--- config.mk ---
export PLATFORM = sky130hd
export DESIGN_NAME = accum_ram_scanner
export DESIGN_NICKNAME = d
export VERILOG_FILES = /design/src/rtl/accum_pkg.sv /design/src/rtl/accum_result_fifo.sv /design/src/rtl/accum_ram_scanner.sv
export SDC_FILE = /design/constraint.sdc
export NUM_CORES = 1
export LEC_CHECK = 0
export BUFFER_PORTS_ARGS = -buffer_cell sky130_fd_sc_hd__buf_2
export CAP_MARGIN = 20
export CORE_ASPECT_RATIO = 1.1
export CORE_MARGIN = 2
export CORE_UTILIZATION = 55
export DETAILED_ROUTE_END_ITERATION = 8
export PLACE_DENSITY = 0.79
export SYNTH_ARGS = -nofsm -noshare
export SYNTH_HDL_FRONTEND = slang
export SYNTH_SLANG_ARGS = --single-unit
--- constraint.sdc ---
create_clock -name clk_in -period 11.25 [get_ports clk_in]
set_clock_uncertainty 0.15 [all_clocks]
set_input_delay 0.5625 -clock clk_in [delete_from_list [all_inputs] [get_ports clk_in]]
set_output_delay 0.5625 -clock clk_in [all_outputs]
set_load 0.1 [all_outputs]
--- src/rtl/accum_pkg.sv ---
// Shared definitions for the accumulator RAM and the blocks that talk to it.
package accum_pkg;

    typedef enum logic [1:0] {
        READ       = 2'd0,
        WRITE      = 2'd1,
        WRITE_OVER = 2'd2,
        DISABLE    = 2'd3
    } accum_request_t;

    localparam int RAM_READ_LATENCY = 2;

endpackage

--- src/rtl/accum_result_fifo.sv ---
// Result buffer for the scanner: synchronous FIFO with registered head word and
// occupancy count. FIFO_DEPTH must be a power of two.
module accum_result_fifo #(
    parameter int WIDTH      = 8,
    parameter int ADDR_W     = 8,
    parameter int FIFO_DEPTH = 4,
    localparam int PW = $clog2(FIFO_DEPTH),
    localparam int CW = PW + 1
) (
    input  logic              clk_in,
    input  logic              rst_in,
    input  logic              push_in,
    input  logic [WIDTH-1:0]  push_data_in,
    input  logic [ADDR_W-1:0] push_addr_in,
    input  logic              ready_in,
    output logic              valid_out,
    output logic [WIDTH-1:0]  data_out,
    output logic [ADDR_W-1:0] addr_out,
    output logic [CW-1:0]     count_out
);

    localparam int EW = WIDTH + ADDR_W;

    logic [EW-1:0] mem [FIFO_DEPTH];
    logic [PW-1:0] rd_ptr_q, wr_ptr_q, rd_ptr_next;
    logic [CW-1:0] count_q, count_next, count_after_pop;
    logic [EW-1:0] head_q, head_next, push_word;
    logic          valid_q, pop, wr_en;

    always_comb begin
        push_word       = {push_data_in, push_addr_in};
        pop             = valid_q && ready_in;
        count_after_pop = count_q - CW'(pop);
        wr_en           = push_in && (count_after_pop != CW'(FIFO_DEPTH));
        count_next      = count_after_pop + CW'(wr_en);
        rd_ptr_next     = rd_ptr_q + PW'(pop);
        head_next       = head_q;
        // An entry written into an otherwise empty buffer bypasses straight to the head.
        if (wr_en && (count_after_pop == '0)) begin
            head_next = push_word;
        end else if (count_after_pop != '0) begin
            head_next = mem[rd_ptr_next];
        end
    end

    always_ff @(posedge clk_in or negedge rst_in) begin
        if (!rst_in) begin
            count_q  <= '0;
            valid_q  <= 1'b0;
            rd_ptr_q <= '0;
            wr_ptr_q <= '0;
            head_q   <= '0;
        end else begin
            count_q  <= count_next;
            valid_q  <= (count_next != '0);
            rd_ptr_q <= rd_ptr_next;
            head_q   <= head_next;
            if (wr_en) begin
                wr_ptr_q <= wr_ptr_q + PW'(1);
            end
        end
    end

    always_ff @(posedge clk_in) begin
        if (wr_en) begin
            mem[wr_ptr_q] <= push_word;
        end
    end

    assign valid_out = valid_q;
    assign data_out  = head_q[EW-1:ADDR_W];
    assign addr_out  = head_q[ADDR_W-1:0];
    assign count_out = count_q;

endmodule

--- src/rtl/accum_ram_scanner.sv ---
// Sweeps every accumulator address, streams returned words as (address, code) pairs.
// Build option: SCAN_CLEAR_ON_READ_EN issues WRITE_OVER (read-and-clear) instead of READ.
module accum_ram_scanner
    import accum_pkg::*;
#(
    parameter int WIDTH      = 8,
    parameter int DEPTH      = 256,
    parameter int FIFO_DEPTH = 4,
    localparam int AW = $clog2(DEPTH)
) (
    input  logic           clk_in,
    input  logic           rst_in,
    input  logic           start_in,
    output logic           busy_out,
    output logic           done_out,
    output logic [AW-1:0]  req_addr_out,
    output accum_request_t req_type_out,
    output logic           req_summand_out,
    output logic           req_valid_out,
    input  logic [WIDTH-1:0] ret_data_in,
    input  logic [AW-1:0]  ret_addr_in,
    input  accum_request_t ret_type_in,
    input  logic           ret_valid_in,
    output logic [WIDTH-1:0] code_out,
    output logic [AW-1:0]  code_addr_out,
    output logic           code_disabled_out,
    output logic           code_valid_out,
    input  logic           code_ready_in
);

    localparam logic [1:0] IDLE  = 2'd0;
    localparam logic [1:0] ISSUE = 2'd1;
    localparam logic [1:0] DRAIN = 2'd2;
    localparam logic [1:0] DONE  = 2'd3;

`ifdef SCAN_CLEAR_ON_READ_EN
    localparam accum_request_t SCAN_TYPE = WRITE_OVER;
`else
    localparam accum_request_t SCAN_TYPE = READ;
`endif

    localparam int IFW = $clog2(RAM_READ_LATENCY + 2);
    localparam int FCW = $clog2(FIFO_DEPTH) + 1;
    localparam int OCW = FCW + 1;

    logic [1:0]     state_q;
    logic [AW:0]    addr_cnt_q, cnt_base, cnt_inc;
    logic [IFW-1:0] in_flight_q;
    logic [FCW-1:0] fifo_count;
    logic [OCW-1:0] occupancy;
    logic           capture_p0, pop, credit_ok, issue_p0, drained;

    always_comb begin
        capture_p0 = ret_valid_in && (ret_type_in == SCAN_TYPE) && (in_flight_q != '0);
        pop        = code_valid_out && code_ready_in;
        // A slot freed by this cycle's pop can be re-issued at the same edge.
        occupancy  = OCW'(in_flight_q) + OCW'(fifo_count) - OCW'(pop);
        credit_ok  = occupancy < OCW'(FIFO_DEPTH);
        issue_p0   = credit_ok && ((state_q == ISSUE) || ((state_q == IDLE) && start_in));
        cnt_base   = (state_q == IDLE) ? '0 : addr_cnt_q;
        cnt_inc    = cnt_base + (AW+1)'(issue_p0);
        drained    = (in_flight_q == '0) && ((fifo_count - FCW'(pop)) == '0);
    end

    // Request stage: registered toward the RAM, all fields move together.
    always_ff @(posedge clk_in or negedge rst_in) begin
        if (!rst_in) begin
            state_q       <= IDLE;
            addr_cnt_q    <= '0;
            in_flight_q   <= '0;
            req_valid_out <= 1'b0;
            req_addr_out  <= '0;
            req_type_out  <= READ;
        end else begin
            req_valid_out <= issue_p0;
            if (issue_p0) begin
                req_addr_out <= cnt_base[AW-1:0];
                req_type_out <= SCAN_TYPE;
            end
            in_flight_q <= in_flight_q + IFW'(issue_p0) - IFW'(capture_p0);
            case (state_q)
                IDLE: begin
                    if (start_in) begin
                        addr_cnt_q <= cnt_inc;
                        state_q    <= (cnt_inc == (AW+1)'(DEPTH)) ? DRAIN : ISSUE;
                    end
                end
                ISSUE: begin
                    addr_cnt_q <= cnt_inc;
                    if (cnt_inc == (AW+1)'(DEPTH)) begin
                        state_q <= DRAIN;
                    end
                end
                DRAIN: begin
                    if (drained) begin
                        state_q <= DONE;
                    end
                end
                default: state_q <= IDLE;
            endcase
        end
    end

    // Capture stage: returned words land in the result buffer.
    accum_result_fifo #(
        .WIDTH      (WIDTH),
        .ADDR_W     (AW),
        .FIFO_DEPTH (FIFO_DEPTH)
    ) u_fifo (
        .clk_in       (clk_in),
        .rst_in       (rst_in),
        .push_in      (capture_p0),
        .push_data_in (ret_data_in),
        .push_addr_in (ret_addr_in),
        .ready_in     (code_ready_in),
        .valid_out    (code_valid_out),
        .data_out     (code_out),
        .addr_out     (code_addr_out),
        .count_out    (fifo_count)
    );

    assign busy_out          = (state_q != IDLE);
    assign done_out          = (state_q == DONE);
    assign req_summand_out   = 1'b0;
    assign code_disabled_out = &code_out;

endmodule

==> impl_metrics.csv, run 1 <==
group,metric,value,unit
status,outcome,"finished, final reports clean",
cts,h-tree-depth,3,
critical_path,critical_path.max_fanout,22,
cts,root_buffer,"clkbuf_8",
layout,drive_gt1_share,26.1,%
floorplan,ios,55,
critical_path,crit_top_cell,"ha_1",
critical_path,crit_required,11.39,ns
detailed_routing,dr_total_vias,2844,
sta,clock.fmax,0.222,GHz
global_route,track_usage,19.2,%
critical_path,worst-path-stages,13,
logic_synthesis,synth.most_common_cell,"edfxtp_1",
floorplan,dieArea,9640,um2
sta,min_period_over_period,40.1,%
critical_path,reg2reg_slack,6.74,ns
logic_synthesis,synthTopCellsByCount,"edfxtp_1, dfrtp_1, nand2_1",
global_route,grt_pass1_wl,14100,um
layout,multiInputGateArea,1670,um2
global_route,antenna_found_initial,0,
logic_synthesis,ys_seq_elements,110,
cts,post_cts_buffers,0,
logic_synthesis,synthDistinctLibCells,41,
logic_synthesis,yosysTopAreaCellShare,39.4,%
run,cap_violations,0,
detailed_routing,route.met3.wl,300,um
cts,cts_tree,"done",
logic_synthesis,synth.cell_area,4880,um2
logic_synthesis,syn_inst,338,
critical_path,worstPathCellList,"inv_1 > ha_1 > a21oi_1 > nor4b_2 > buf_4 > ha_1 > ha_1 > nand3_4 > or4_1 > a2111oi_2 > o221ai_1 > a221oi_2 > mux2i_1",
sta,rsz0062_at_grt,"false",
critical_path,crit_buf_inv,2,
sta,tightest_slew,1.10,ns
detailed_routing,drt-total-wl,8810,um
global_route,grt_overflow_total,0,
cts,cts_max_path_buffers,2,
critical_path,critPathKind,"reg2reg",
placement,dp_hpwl,5850,um
critical_path,worst_r2r_path_depth,13,
layout,fin_cells,512,
detailed_routing,highest_layer,"met4",
layout,syn2layout_area_growth,12.2,%
floorplan,die_x,93.8,um
critical_path,max_stage_delay,0.65,ns
detailed_routing,dr.pass1.iters,5,
layout,nFillCells,660,
floorplan,start_util,55.8,%
sta,max_slew_margin,26.7,%
critical_path,startpoint,"state_q[0]",
floorplan,fp-row-count,36,
detailed_routing,via_per_inst,5.55,
logic_synthesis,synthArstFlopShare,41.8,%
cts,path_clk_slew,0.11,ns
critical_path,worstReg2RegEnd,"state_q[0]",
sta,setup_viol,0,
logic_synthesis,avgSynthCellArea,14.4,um2
critical_path,arrival,4.66,ns
detailed_routing,route.met2.wl,4620,um
logic_synthesis,yosysSeqAreaShare,63.0,%
layout,regArea,3070,um2
critical_path,worst_setup_path_end_kind,"flop",
sta,fin_crit,4.51,ns
hold_path,hp-class,"in2reg",
placement,place.gp.congestion,0.784,
floorplan,die_y,103,um
cts,cts_made_buffers,9,
critical_path,slowest_stage,"ha_1",
sta,tns,0,ns
detailed_routing,wl_per_cell,17.2,um
logic_synthesis,synth-edff-count,64,
placement,dp_cells,494,
layout,final_nets,435,
floorplan,core-area,8740,um2
logic_synthesis,synth_warnings,0,
sta,hold_violations,0,
sta,drv_slew,0,
cts,insertion_delay,0.37,ns
critical_path,worstSetupStartpointType,"flop",
detailed_routing,ant_nets,0,
critical_path,crit_family,"adder cells",
placement,numPortBuffers,51,
logic_synthesis,synth_area_leader_cell,"edfxtp_1",
global_route,grt_max_degree,47,
global_route,grt_pass1_vias,2880,
logic_synthesis,ys_top_cells_by_area,"edfxtp_1, dfrtp_1, mux4_2, ha_1, mux2i_1",
detailed_routing,drt-initial-drc-count,77,
critical_path,crit_path_end,"state_q[0]",
critical_path,rr_startpoint,"state_q[0]",
logic_synthesis,synth_flop_cell,"edfxtp_1",
layout,antenna_cells,0,
detailed_routing,remaining_drc_errors,0,
cts,cts.sinks,110,
detailed_routing,wl_met1,3750,um
==> cells by family after synthesis <==
group / synth area share, %
fa+ha+maj: 4.87
compound gates: 4.74
xor+xnor: 2.51
other cells: 0.0768
buf+inv: 3.03
simple gates: 7.77
flops: 63.0
mux: 14.0
==> worst min-delay path by stage <==
stage / slack (ns) / startpoint / to / cells past startpoint
floorplan: 0.12 / rst_in / addr_cnt_q[0] / 0
global placement: 0.31 / addr_cnt_q[7] / addr_cnt_q[7] / 2
detailed placement: 0.35 / req_addr_out[2] / req_addr_out[2] / 1
CTS: 0.25 / ret_addr_in[3] / u_fifo.mem[0][3] / 1
global route: 0.25 / ret_addr_in[3] / u_fifo.mem[0][3] / 1
finish: 0.26 / ret_data_in[3] / u_fifo.mem[3][11] / 1
==> state kept, by name (all words and copies together), names as in the netlist <==
name              flops
in_flight_q           2
u_fifo.count_out      3
u_fifo.mem           64
u_fifo.head_q        16
state_q               2
req_addr_out          8
u_fifo.wr_ptr_q       2
u_fifo.valid_out      1
addr_cnt_q            9
req_valid_out         1
u_fifo.rd_ptr_q       2
==> layer usage <==
layer | track usage, % | vias to the layer above
li1 | - | 1337
met4 | 7.13 | 0
met2 | 33.7 | 64
met5 | 0 | -
met1 | 24.5 | 1426
met3 | 2.92 | 17
==> through the flow <==
stage	area [um2]	setup slack (ns)	hold slack, ns	utilization [%]
2_1_floorplan	4890	6.46	0.117	-
3_3_place_gp	5240	6.75	0.312	59.9
3_5_place_dp	5240	6.65	0.345	59.9
4_1_cts	5440	6.76	0.251	62.3
5_1_grt	5470	6.42	0.254	62.6
6_report	5470	6.74	0.262	62.6
==> cell usage in the layout (no fill, tap or decap), types with 7 or more instances in the layout <==
master | netlist | final
buf_2 | 1 | 51
clkbuf_8 | 0 | 9
dfrtp_1 | 46 | 46
edfxtp_1 | 64 | 64
ha_1 | 19 | 19
inv_1 | 19 | 19
mux2_2 | 11 | 11
mux2i_1 | 20 | 20
mux4_2 | 16 | 16
nand2_1 | 30 | 30
nor2_1 | 11 | 11
o21ai_0 | 25 | 25
xnor2_1 | 7 | 7
xor2_1 | 7 | 7
==> final cells by class <==
cell class | instances | share of cell area, %
Multi-Input combinational cell | 197 | 30.6
Inverter | 19 | 1.30
Tap cell | 114 | 2.61
Sequential cell | 110 | 56.1
Timing Repair Buffer | 56 | 5.62
Clock buffer | 9 | 2.26
Clock inverter | 7 | 1.51
==> timing repair <==
item / CTS / global route
hold buffers: 0 / 1
resized for setup: 0 / 0
endpoints found under the hold margin: 0 / 12
Power of run 1 is not shown: default switching activity piles up to over one toggle a cycle in this logic, so the estimate is an artifact.
==> run 2: changes to the inputs <==
--- a/config.mk
+++ b/config.mk
@@ -9,9 +9,9 @@
 export CAP_MARGIN = 20
 export CORE_ASPECT_RATIO = 1.1
 export CORE_MARGIN = 2
-export CORE_UTILIZATION = 55
+export CORE_UTILIZATION = 52
 export DETAILED_ROUTE_END_ITERATION = 8
-export PLACE_DENSITY = 0.79
+export PLACE_DENSITY = 0.78
 export SYNTH_ARGS = -nofsm -noshare
 export SYNTH_HDL_FRONTEND = slang
 export SYNTH_SLANG_ARGS = --single-unit
==> constraint.sdc (replaced) <==
create_clock -name clk_in -period 3.9 [get_ports clk_in]
set_clock_uncertainty 0.15 [all_clocks]
set_input_delay 0.195 -clock clk_in [delete_from_list [all_inputs] [get_ports clk_in]]
set_output_delay 0.195 -clock clk_in [all_outputs]
set_load 0.1 [all_outputs]
==> impl_metrics.csv, run 2 (synthesized netlist as in run 1, its figures left out) <==
group,metric,value,unit
detailed_routing,drt-initial-drc-count,119,
layout,final_cell_mix,"edfxtp_1, buf_2, dfrtp_1, nand2_1, o21ai_0",
critical_path,rr_startpoint,"u_fifo.valid_out",
critical_path,arrival,3.95,ns
placement,place.gp.congestion,0.829,
critical_path,worstReg2RegEnd,"state_q[1]",
sta,fin_ws,0.0917,ns
critical_path,critPathKind,"reg2reg",
critical_path,critical_path.max_fanout,3,
floorplan,dieArea,10200,um2
global_route,grt_max_degree,33,
detailed_routing,via_per_inst,5.49,
hold_path,holdPathStages,4,
critical_path,worst_setup_path_end_kind,"flop",
status,outcome,"finished, final reports clean",
cts,path_clk_slew,0.11,ns
layout,final_nets,466,
cts,root_buffer,"clkbuf_8",
placement,numPortBuffers,51,
critical_path,worstSetupStartpointType,"flop",
sta,rsz0062_at_grt,"true",
layout,multiInputGateArea,1770,um2
global_route,track_usage,19.2,%
floorplan,die_x,96.4,um
layout,antenna_cells,0,
detailed_routing,drt-total-wl,9290,um
placement,post-place-ws,-0.00873,ns
layout,final_common_cell,"edfxtp_1",
sta,max_slew_margin,45.0,%
cts,cts_tree,"done",
sta,fin_crit,3.81,ns
layout,reg_top3,"u_fifo.mem x64, u_fifo.head_q x16, addr_cnt_q x9",
cts,cts_made_buffers,9,
sta,setup_viol,0,
layout,syn2layout_area_growth,20.2,%
floorplan,ios,55,
global_route,grt_pass1_vias,2992,
detailed_routing,dr.pass1.iters,4,
sta,drv_slew,0,
sta,holdWs,0.0777,ns
global_route,antenna_found_initial,0,
cts,cts.sinks,110,
detailed_routing,dr_total_vias,3000,
critical_path,reg2reg_slack,0.09,ns
hold_path,whs_endpoint,"addr_cnt_q[6]",
hold_path,hp-class,"in2reg",
floorplan,fp-row-count,37,
floorplan,core-area,9260,um2
layout,regArea,3080,um2
cts,insertion_delay,0.37,ns
layout,nFillCells,700,
layout,regMostFlops,"u_fifo.mem",
layout,largest_reg_flops,64,
sta,min_period_over_period,97.6,%
hold_path,min-delay-start,"start_in",
detailed_routing,remaining_drc_errors,0,
global_route,grt_overflow_total,0,
critical_path,crit_required,4.04,ns
critical_path,worst_r2r_path_depth,16,
global_route,grt_pass1_wl,14700,um
detailed_routing,ant_nets,0,
detailed_routing,wl_per_cell,17.0,um
floorplan,die_y,106,um
sta,tightest_slew,0.802,ns
cts,cts_max_path_buffers,2,
run,cap_violations,0,
placement,dp_hpwl,6020,um
floorplan,start_util,52.7,%
layout,drive_gt1_share,30.5,%
sta,clock.fmax,0.263,GHz
sta,hold_violations,0,
cts,h-tree-depth,3,
-- run 2: per-layer routing --
layer	track usage (%)	vias to the layer above	wire [um]
met4	5.94	0	119
met2	33.2	57	4990
li1	-	1400	-
met5	0	-	0
met1	24.9	1531	3890
met3	2.86	12	290
-- run 2: timing repair --
action,CTS,global route
pin swaps,1,11
setup endpoints to repair,2,2
hold buffers,17,0
resized for setup,1,6
buffers inserted,0,2
hold endpoints to repair,84,0
-- run 2: worst max-delay path by stage --
stage	from	endpoint	slack, ns	depth (start not counted)
after global routing	u_fifo.valid_out	state_q[0]	-0.13	16
after CTS	u_fifo.valid_out	state_q[1]	0.007	16
after floorplan	u_fifo.valid_out	state_q[0]	-0.24	16
final	u_fifo.valid_out	state_q[1]	0.09	16
after detailed placement	u_fifo.valid_out	state_q[1]	-0.009	16
after global placement	u_fifo.valid_out	state_q[0]	0.08	16
-- run 2: area by class of cell --
type | instances | share of cell area, %
Clock buffer | 9 | 2.11
Sequential cell | 110 | 52.5
Multi-Input combinational cell | 197 | 30.2
Tap cell | 117 | 2.50
Clock inverter | 7 | 1.84
Timing Repair Buffer | 87 | 9.69
Inverter | 19 | 1.22
-- run 2: through the flow --
stage	cell area, um2	TNS [ns]	util [%]	instances
3_5_place_dp	5410	-0.00873	58.5	511
5_1_grt	5860	-0.248	63.3	546
4_1_cts	5820	0	62.9	544
6_report	5860	0	63.3	546
3_3_place_gp	5410	0	58.5	511
2_1_floorplan	4960	-0.476	-	340
-- run 2: worst max-delay path: stages (launching register included) --
cell	delay [ns]
dfrtp_4	0.44
nand2_4	0.06
or2_4	0.24
ha_4	0.26
nand2_2	0.03
o21bai_1	0.15
xor2_1	0.09
nor4b_2	0.22
buf_4	0.16
ha_4	0.13
ha_4	0.14
nand3_4	0.07
or4_4	0.51
a2111oi_4	0.39
o221ai_2	0.17
a221oi_4	0.31
mux2i_1	0.22
Power of run 2 is left out for the same reason.
==> run 3: changes to the inputs <==
--- a/config.mk
+++ b/config.mk
@@ -7,11 +7,12 @@
 export LEC_CHECK = 0
 export BUFFER_PORTS_ARGS = -buffer_cell sky130_fd_sc_hd__buf_2
 export CAP_MARGIN = 20
-export CORE_ASPECT_RATIO = 1.1
+export CORE_ASPECT_RATIO = 1.25
 export CORE_MARGIN = 2
 export CORE_UTILIZATION = 52
 export DETAILED_ROUTE_END_ITERATION = 8
 export PLACE_DENSITY = 0.78
+export SETUP_SLACK_MARGIN = 0.2
 export SYNTH_ARGS = -nofsm -noshare
 export SYNTH_HDL_FRONTEND = slang
 export SYNTH_SLANG_ARGS = --single-unit
==> impl_metrics.csv, run 3 (synthesized netlist as in run 1, its figures left out) <==
group,metric,value,unit
layout,syn2layout_area_growth,21.2,%
global_route,grt_overflow_total,0,
sta,fin_ws,0.0238,ns
global_route,track_usage,19.7,%
critical_path,worst_setup_path_end_kind,"flop",
detailed_routing,route.met2.wl,5260,um
critical_path,crit_buf_inv,1,
floorplan,ios,55,
critical_path,worstPathCellList,"nand2_4 > or2_4 > ha_4 > nand2_2 > o21bai_1 > xor2_1 > nor4b_2 > buf_4 > ha_4 > ha_4 > nand3_4 > or4_4 > a2111oi_4 > o221ai_2 > a221oi_2 > mux2i_1",
sta,tightest_slew,0.822,ns
cts,h-tree-depth,3,
detailed_routing,dr_total_vias,2973,
floorplan,die_x,90.6,um
cts,cts_tree,"done",
critical_path,crit_top_cell,"ha_4",
floorplan,die_y,112,um
detailed_routing,wl_met1,3830,um
layout,nFillCells,662,
detailed_routing,remaining_drc_errors,0,
sta,clock.fmax,0.258,GHz
placement,post-place-ws,-0.125,ns
critical_path,worstSetupStartpointType,"flop",
layout,drive_gt1_share,29.4,%
critical_path,arrival,3.99,ns
sta,drv_slew,0,
sta,fin_crit,3.88,ns
critical_path,reg2reg_slack,0.02,ns
floorplan,core-area,9130,um2
cts,insertion_delay,0.34,ns
critical_path,max_stage_delay,0.50,ns
detailed_routing,drt-initial-drc-count,114,
detailed_routing,route.met3.wl,265,um
critical_path,slowest_stage,"or4_4",
floorplan,fp-row-count,39,
detailed_routing,via_per_inst,5.39,
layout,final_common_cell,"edfxtp_1",
detailed_routing,wl_per_cell,17.1,um
run,cap_violations,0,
cts,path_clk_slew,0.07,ns
floorplan,dieArea,10200,um2
sta,min_period_over_period,99.4,%
placement,place.gp.congestion,0.837,
critical_path,crit_family,"simple AND/OR/NAND/NOR gates",
sta,hold_violations,0,
placement,dp_hpwl,6240,um
layout,largest_reg_flops,64,
critical_path,crit_required,4.01,ns
layout,reg_top3,"u_fifo.mem x64, u_fifo.head_q x16, addr_cnt_q x9",
placement,numPortBuffers,51,
floorplan,start_util,53.5,%
layout,final_util,64.8,%
hold_path,hp-class,"in2reg",
cts,cts.sinks,110,
critical_path,critical_path.max_fanout,2,
detailed_routing,highest_layer,"met4",
global_route,grt_pass1_wl,15500,um
sta,max_slew_margin,43.7,%
cts,cts_max_path_buffers,2,
detailed_routing,dr.pass1.iters,4,
layout,regMostFlops,"u_fifo.mem",
layout,antenna_cells,0,
cts,root_buffer,"clkbuf_16",
global_route,grt_max_degree,47,
detailed_routing,ant_nets,0,
global_route,antenna_found_initial,0,
status,outcome,"finished, final reports clean",
layout,final_nets,466,
global_route,grt_pass1_vias,3112,
sta,setup_viol,0,
cts,cts_made_buffers,9,
critical_path,critPathKind,"reg2reg",
sta,rsz0062_at_grt,"true",
layout,final_cell_mix,"edfxtp_1, buf_2, dfrtp_1, nand2_1, o21ai_0",
detailed_routing,drt-total-wl,9440,um
[run 3: cell types whose count changed in the layout (fill, tap and decap cells not counted), moves of 2 or more]
cell / before / now
clkbuf_16: 0 / 9
inv_1: 16 / 19
clkinvlp_4: 0 / 2
clkbuf_8: 9 / 1
clkinv_8: 3 / 0
inv_2: 3 / 0
[run 3: cell type report]
type	count	area [um2]	share of cell area (%)
Sequential cell	110	3080	52.0
Multi-Input combinational cell	197	1750	29.5
Timing Repair Buffer	87	581	9.82
Clock buffer	11	243	4.10
Tap cell	123	154	2.60
Inverter	19	71.3	1.21
Clock inverter	5	43.8	0.740
[run 3: metal layers]
layer | vias up | global-route usage [%]
li1 | 1403 | -
met1 | 1513 | 23.7
met2 | 49 | 36.2
met3 | 8 | 3.96
met4 | 0 | 4.92
met5 | - | 0
[run 3: worst min-delay path, delay by kind of cell]
family                 cells  cell delay (ns)
AOI/OAI and AO/OA          1             0.06
buffers and inverters      1             0.11
and+or+nand+nor            2             0.17
[run 3: path summary, 6_finish.rpt]
| check | from | end | cells after the start |
|---|---|---|---|
| min in group asynchronous | rst_in | state_q[0] | 2 |
| max in group asynchronous | rst_in | u_fifo.valid_out | 3 |
| min | start_in | addr_cnt_q[6] | 4 |
| max reg2reg | u_fifo.valid_out | state_q[0] | 16 |
| min reg2reg | addr_cnt_q[7] | addr_cnt_q[7] | 2 |
| max | u_fifo.valid_out | state_q[0] | 16 |
[run 3: timing repair]
item | in CTS | in global routing
pin swaps | 10 | 4
endpoints found under the setup margin | 2 | 2
hold endpoints to repair | 110 | 0
resized for setup | 2 | 0
hold buffers | 17 | 0
buffers inserted | 2 | 0
[run 3: per-stage QoR]
stage | hold WS (ns) | area, um2 | cells | TNS, ns
2_1_floorplan | -0.251 | 4960 | 340 | -0.476
5_1_grt | 0.109 | 5910 | 552 | -0.298
6_report | 0.0873 | 5910 | 552 | 0
3_5_place_dp | 0.276 | 5410 | 516 | -0.221
3_3_place_gp | 0.270 | 5410 | 516 | 0
4_1_cts | 0.0772 | 5890 | 551 | -0.0254
Power of run 3 is left out for the same reason.
